--- src/rtl/t_ff_bank_sequencer.sv ---
// Toggle-flop bank sequencer.
// A WIDTH-bit bank of toggle flops that accepts one command at a time.
// Single-cycle commands (NOP/SET/CLEAR/TOGGLE) modify the bank directly.
// COUNT_UP/COUNT_DOWN run a multi-cycle count using toggle equations.
// Each step of a count is qualified by enable.
// done, wrap and err are registered one-cycle pulses.
module t_ff_bank_sequencer #(
    parameter int WIDTH = 8
) (
    input  logic             clk,
    input  logic             reset_n,
    input  logic             enable,
    input  logic             cmd_valid,
    output logic             cmd_ready,
    input  logic [2:0]       cmd_op,
    input  logic [WIDTH-1:0] cmd_data,
    output logic [WIDTH-1:0] q,
    output logic             busy,
    output logic             done,
    output logic             wrap,
    output logic             err
);

    typedef enum logic {
        IDLE  = 1'b0,
        COUNT = 1'b1
    } state_t;

    localparam logic [2:0] OP_NOP    = 3'b000;
    localparam logic [2:0] OP_SET    = 3'b001;
    localparam logic [2:0] OP_CLEAR  = 3'b010;
    localparam logic [2:0] OP_TOGGLE = 3'b011;
    localparam logic [2:0] OP_UP     = 3'b100;
    localparam logic [2:0] OP_DOWN   = 3'b101;

    localparam logic [WIDTH-1:0] ZERO = '0;
    localparam logic [WIDTH-1:0] ONE  = WIDTH'(1);
    localparam logic [WIDTH-1:0] ALL1 = '1;

    state_t           state, state_nxt;
    logic [WIDTH-1:0] remaining, remaining_nxt;
    logic [WIDTH-1:0] q_nxt;
    logic             dir_up, dir_up_nxt;
    logic             done_nxt, wrap_nxt, err_nxt;

    // One count step built from toggle equations.
    // Bit i toggles when every lower bit is 1 (up) or 0 (down).
    // Bit 0 always toggles.
    function automatic logic [WIDTH-1:0] toggle_step(input logic [WIDTH-1:0] cur,
                                                     input logic up);
        logic [WIDTH-1:0] t;
        logic             run;
        run = 1'b1;
        for (int i = 0; i < WIDTH; i++) begin
            t[i] = run;
            run  = run & (up ? cur[i] : ~cur[i]);
        end
        return cur ^ t;
    endfunction

    assign cmd_ready = (state == IDLE);
    assign busy      = (state == COUNT);

    // State, bank, step counter and registered pulses; reset clears all of it asynchronously.
    always_ff @(posedge clk or negedge reset_n) begin
        if (!reset_n) begin
            state     <= IDLE;
            remaining <= ZERO;
            q         <= ZERO;
            dir_up    <= 1'b0;
            done      <= 1'b0;
            wrap      <= 1'b0;
            err       <= 1'b0;
        end else begin
            state     <= state_nxt;
            remaining <= remaining_nxt;
            q         <= q_nxt;
            dir_up    <= dir_up_nxt;
            done      <= done_nxt;
            wrap      <= wrap_nxt;
            err       <= err_nxt;
        end
    end

    // Command decode in IDLE and count stepping in COUNT.
    always_comb begin
        state_nxt     = state;
        remaining_nxt = remaining;
        q_nxt         = q;
        dir_up_nxt    = dir_up;
        done_nxt      = 1'b0;
        wrap_nxt      = 1'b0;
        err_nxt       = 1'b0;
        unique case (state)
            IDLE: begin
                if (cmd_valid) begin
                    case (cmd_op)
                        OP_NOP:    done_nxt = 1'b1;
                        OP_SET: begin
                            q_nxt    = q | cmd_data;
                            done_nxt = 1'b1;
                        end
                        OP_CLEAR: begin
                            q_nxt    = q & ~cmd_data;
                            done_nxt = 1'b1;
                        end
                        OP_TOGGLE: begin
                            q_nxt    = q ^ cmd_data;
                            done_nxt = 1'b1;
                        end
                        OP_UP, OP_DOWN: begin
                            // A zero-length count completes immediately, like a NOP.
                            if (cmd_data == ZERO) begin
                                done_nxt = 1'b1;
                            end else begin
                                remaining_nxt = cmd_data;
                                dir_up_nxt    = (cmd_op == OP_UP);
                                state_nxt     = COUNT;
                            end
                        end
                        default: begin
                            err_nxt  = 1'b1;
                            done_nxt = 1'b1;
                        end
                    endcase
                end
            end
            COUNT: begin
                if (enable) begin
                    q_nxt         = toggle_step(q, dir_up);
                    remaining_nxt = remaining - ONE;
                    wrap_nxt      = dir_up ? (q == ALL1) : (q == ZERO);
                    if (remaining == ONE) begin
                        state_nxt = IDLE;
                        done_nxt  = 1'b1;
                    end
                end
            end
            default: state_nxt = IDLE;
        endcase
    end

endmodule

--- config.mk ---
export PLATFORM = sky130hd
export DESIGN_NAME = t_ff_bank_sequencer
export DESIGN_NICKNAME = d
export VERILOG_FILES = /design/src/rtl/t_ff_bank_sequencer.sv
export SDC_FILE = /design/constraint.sdc
export NUM_CORES = 1
export LEC_CHECK = 0
export CORE_MARGIN = 2
export CORE_UTILIZATION = 49
export CTS_CLUSTER_SIZE = 10
export DETAILED_ROUTE_END_ITERATION = 8
export PLACE_DENSITY_LB_ADDON = 0.2
export SLEW_MARGIN = 20
export SYNTH_ARGS = -nofsm -noshare
export SYNTH_HDL_FRONTEND = slang
export SYNTH_SLANG_ARGS = --single-unit
--- constraint.sdc ---
create_clock -name clk -period 1.45 [get_ports clk]
set_input_delay 0.3625 -clock clk [delete_from_list [all_inputs] [get_ports clk]]
set_output_delay 0.3625 -clock clk [all_outputs]
set_load 0.1 [all_outputs]
==> impl_metrics.py <==
metrics = {
    "placed_design": {
        "place_inst": 329,
        "place_ws_ns": -0.653,
        "dpl.hpwl_mm": 4.36,
        "portBuffers": 27,
        "gp_congestion": 0.956,
    },
    "logic_synthesis": {
        "yosysTopAreaCellShare_pct": 27.4,
        "synthFlopType": "dfrtp_1",
        "synth.yosys.seq_area_share_pct": 27.4,
        "syn_avg_cell_area_sq_um": 8.89,
        "yosys_warnings": 0,
        "synth_edf_count": 0,
        "yosys.area.top_type": "dfrtp_1",
        "ys_types": 50,
        "netlist_top_cells_area": "dfrtp_1 (27%), ha_1 (12%), mux2i_1 (8.3%), inv_1 (3.7%), nand3_1 (3.6%)",
        "postSynthRegisterBits": 21,
        "yosys-top-cells-count": "dfrtp_1 (21), inv_1 (19), ha_1 (18)",
        "syn_area_sq_mm": 0.00192,
        "async_flop_share_pct": 100,
        "syn-num-nets": 249,
        "synth.most_common_cell": "dfrtp_1",
        "synthCells": 216,
    },
    "route": {
        "routed_wl_mm": 8.65,
        "routed_via_density": 6.71,
        "vias": 2402,
        "drtIter0Drc": 381,
        "drtAntennaViolNets": 0,
        "drt_first_pass_iters": 6,
        "drc": 0,
        "wl_per_cell_um": 24.2,
    },
    "global_route": {
        "grt_use_met1_pct": 39.5,
        "grt_max_degree": 22,
        "busiest_layer": "met2",
        "grt_pass1_wl_mm": 10.4,
        "grt_remaining_overflow": 0,
        "antenna_found_initial": 1,
        "grt_usage_pct": 31.1,
        "met3_usage_pct": 4.56,
        "first_global_vias": 2165,
        "grt_use_met2_pct": 52.1,
    },
    "layout": {
        "drive_gt1_share_pct": 54.8,
        "fin_util_pct": 90.9,
        "register_area_sq_um": 553,
        "diodes": 0,
        "fillers": 151,
        "multi_input_area_sq_mm": 0.00163,
        "area_growth_pct": 76.0,
        "stdcell_count": 358,
        "fin_nets": 344,
    },
    "critical_path": {
        "crit_chain": "or3b_4 -> o21ai_4 -> o22ai_2 -> a21oi_1",
        "worst-path-max-fanout": 8,
        "end_kind": "flip-flop",
        "critPathSlowestCell": "dfrtp_4",
        "cp-start-kind": "flip-flop",
        "crit_type": "reg2reg",
        "regToRegSetupSlack_ns": -0.28,
        "crit_required_ns": 1.62,
        "crit_arrival_ns": 1.90,
        "cpPeakStageDelay_ns": 0.54,
    },
    "sta": {
        "finalCritPeriodShare_pct": 119,
        "skew_ns": 0.00834,
        "rsz0062_at_grt": "yes",
        "maxSlewHeadroom_pct": 69.5,
        "max_freq_mhz": 579,
        "fin_hold_ws_ns": 0.438,
        "finalMaxSlewViolations": 0,
        "tightest_slew_ns": 0.456,
        "setup_ws_ns": -0.278,
        "hold_violations": 0,
        "setup_viol": 22,
        "period_needed_ns": 1.73,
    },
    "pwr": {
        "power_density_mw_per_mm2": 2100,
        "p_clk_share_pct": 5.9,
        "p_int_mw": 3.47,
        "max-vdd-ir-drop_mv": 2.20,
        "p_seq_share_pct": 18.5,
        "p_leak_nw": 1.46,
        "swShare_pct": 51.2,
        "comb_power_share_pct": 75.6,
        "power_mw": 7.11,
        "p_switching_mw": 3.64,
    },
    "clock_network": {
        "cts_buffers": 3,
        "cts_tree": "built",
        "clockBufferDepth": 2,
        "path_clk_slew_ns": 0.09,
        "cts-root-buf": "clkbuf_8",
        "cts_sinks": 21,
        "worstSkewPairLatency_ns": 0.27,
        "htreeDepth": 1,
    },
    "die": {
        "die_w_um": 66.6,
        "chipHeight_um": 66.6,
        "dieArea_sq_mm": 0.00444,
        "rows": 22,
        "initial_utilization_pct": 51.7,
        "ios": 28,
        "core_sq_mm": 0.00372,
    },
    "run": {
        "cap_viol_max_count": 0,
    },
    "status": {
        "violations": "negative setup slack",
        "outcome": "finished, violations left",
    },
    "min_path": {
        "hp-class": "in2async",
    },
}
==> routing by layer <==
layer / share of wire, % / vias up
li1: - / 991
met1: 37 / 1117
met2: 48 / 227
met3: 9.2 / 65
met4: 6.0 / 2
met5: 0.081 / -
==> worst paths after layout <==
path | startpoint | endpoint | cells after the start
min in group clk | cmd_data[2] | remaining[2]$_DFFE_PN0P_ | 4
min | reset_n | err$_DFF_PN0_ | 2
min reg2reg | q[6]$_DFFE_PN0P_ | wrap$_DFF_PN0_ | 3
max in group asynchronous | reset_n | q[0]$_DFFE_PN0P_ | 2
max reg2reg | busy$_DFF_PN0_ | q[3]$_DFFE_PN0P_ | 4
max | busy$_DFF_PN0_ | q[3]$_DFFE_PN0P_ | 4
==> placed cells by master, fill, tap and decap left out, types with 4 or more instances in the layout <==
cell / synthesis / final
buf_4: 2 / 54
mux2i_1: 16 / 16
buf_6: 4 / 16
buf_12: 0 / 14
inv_1: 19 / 12
nand3_1: 14 / 12
ha_1: 18 / 12
nor2_1: 11 / 11
dfrtp_1: 21 / 11
nand2_1: 12 / 10
dlygate4sd2_1: 0 / 7
a21oi_1: 10 / 6
ha_4: 0 / 6
dfrtp_4: 0 / 6
inv_2: 0 / 5
nor3_2: 0 / 5
a21oi_2: 0 / 4
o21ai_0: 9 / 4
nor3_1: 9 / 4
clkdlybuf4s15_1: 0 / 4
dfrtp_2: 0 / 4
==> cells by family after synthesis <==
| logic type | synth area share (%) |
|---|---|
| AOI/OAI and AO/OA | 19.5 |
| buffers and inverters | 8.14 |
| and+or+nand+nor | 23.6 |
| xor gates and xnor gates | 1.37 |
| adders and majority gates | 11.7 |
| muxes | 8.34 |
| DFF | 27.4 |
==> critical path: cells and delay by family (launching register included) <==
family | cells | cell delay, ns
AO/OA/AOI/OAI | 3 | 0.67
flip-flops | 1 | 0.54
AND/OR/NAND/NOR | 1 | 0.42
==> power groups by stage <==
stage | logic, mW | registers, mW | clock network, mW
after floorplan | 1.68 | 1.97 | 0
after global placement | 3.85 | 1.18 | 0
after detailed placement | 3.96 | 1.19 | 0
after CTS | 4.40 | 1.22 | 0.406
after global routing | 5.58 | 1.33 | 0.437
final | 5.37 | 1.31 | 0.421
==> area by class of cell <==
class                           instances  area share, %
Tap cell                               48           1.78
Multi-Input combinational cell        166           48.1
Clock inverter                          1          0.148
Sequential cell                        21           16.4
Inverter                               20           2.74
Timing Repair Buffer                   99           29.7
Clock buffer                            3           1.22
==> per-stage QoR <==
| step | area (sq um) | setup TNS, ns |
|---|---|---|
| 3_3_place_gp | 2740 | -9.52 |
| 3_5_place_dp | 2740 | -9.97 |
| 5_1_grt | 3380 | -3.25 |
| 2_1_floorplan | 2010 | -3.62 |
| 4_1_cts | 3050 | -1.26 |
| 6_report | 3380 | -2.54 |
==> sequential cells by signal, summed over array words and instances (netlist names) <==
| signal | cells |
|---|---|
| wrap | 1 |
| done | 1 |
| remaining | 8 |
| err | 1 |
| busy | 1 |
| dir_up | 1 |
| q | 8 |
==> what timing repair did <==
item,4_1_cts,5_1_grt
resized for setup,58,52
setup endpoints to repair,26,27
gates cloned,2,0
buffers inserted,13,11
hold buffers,0,0
pin swaps,16,22
No activity file was read; power rests on OpenSTA's default activity.
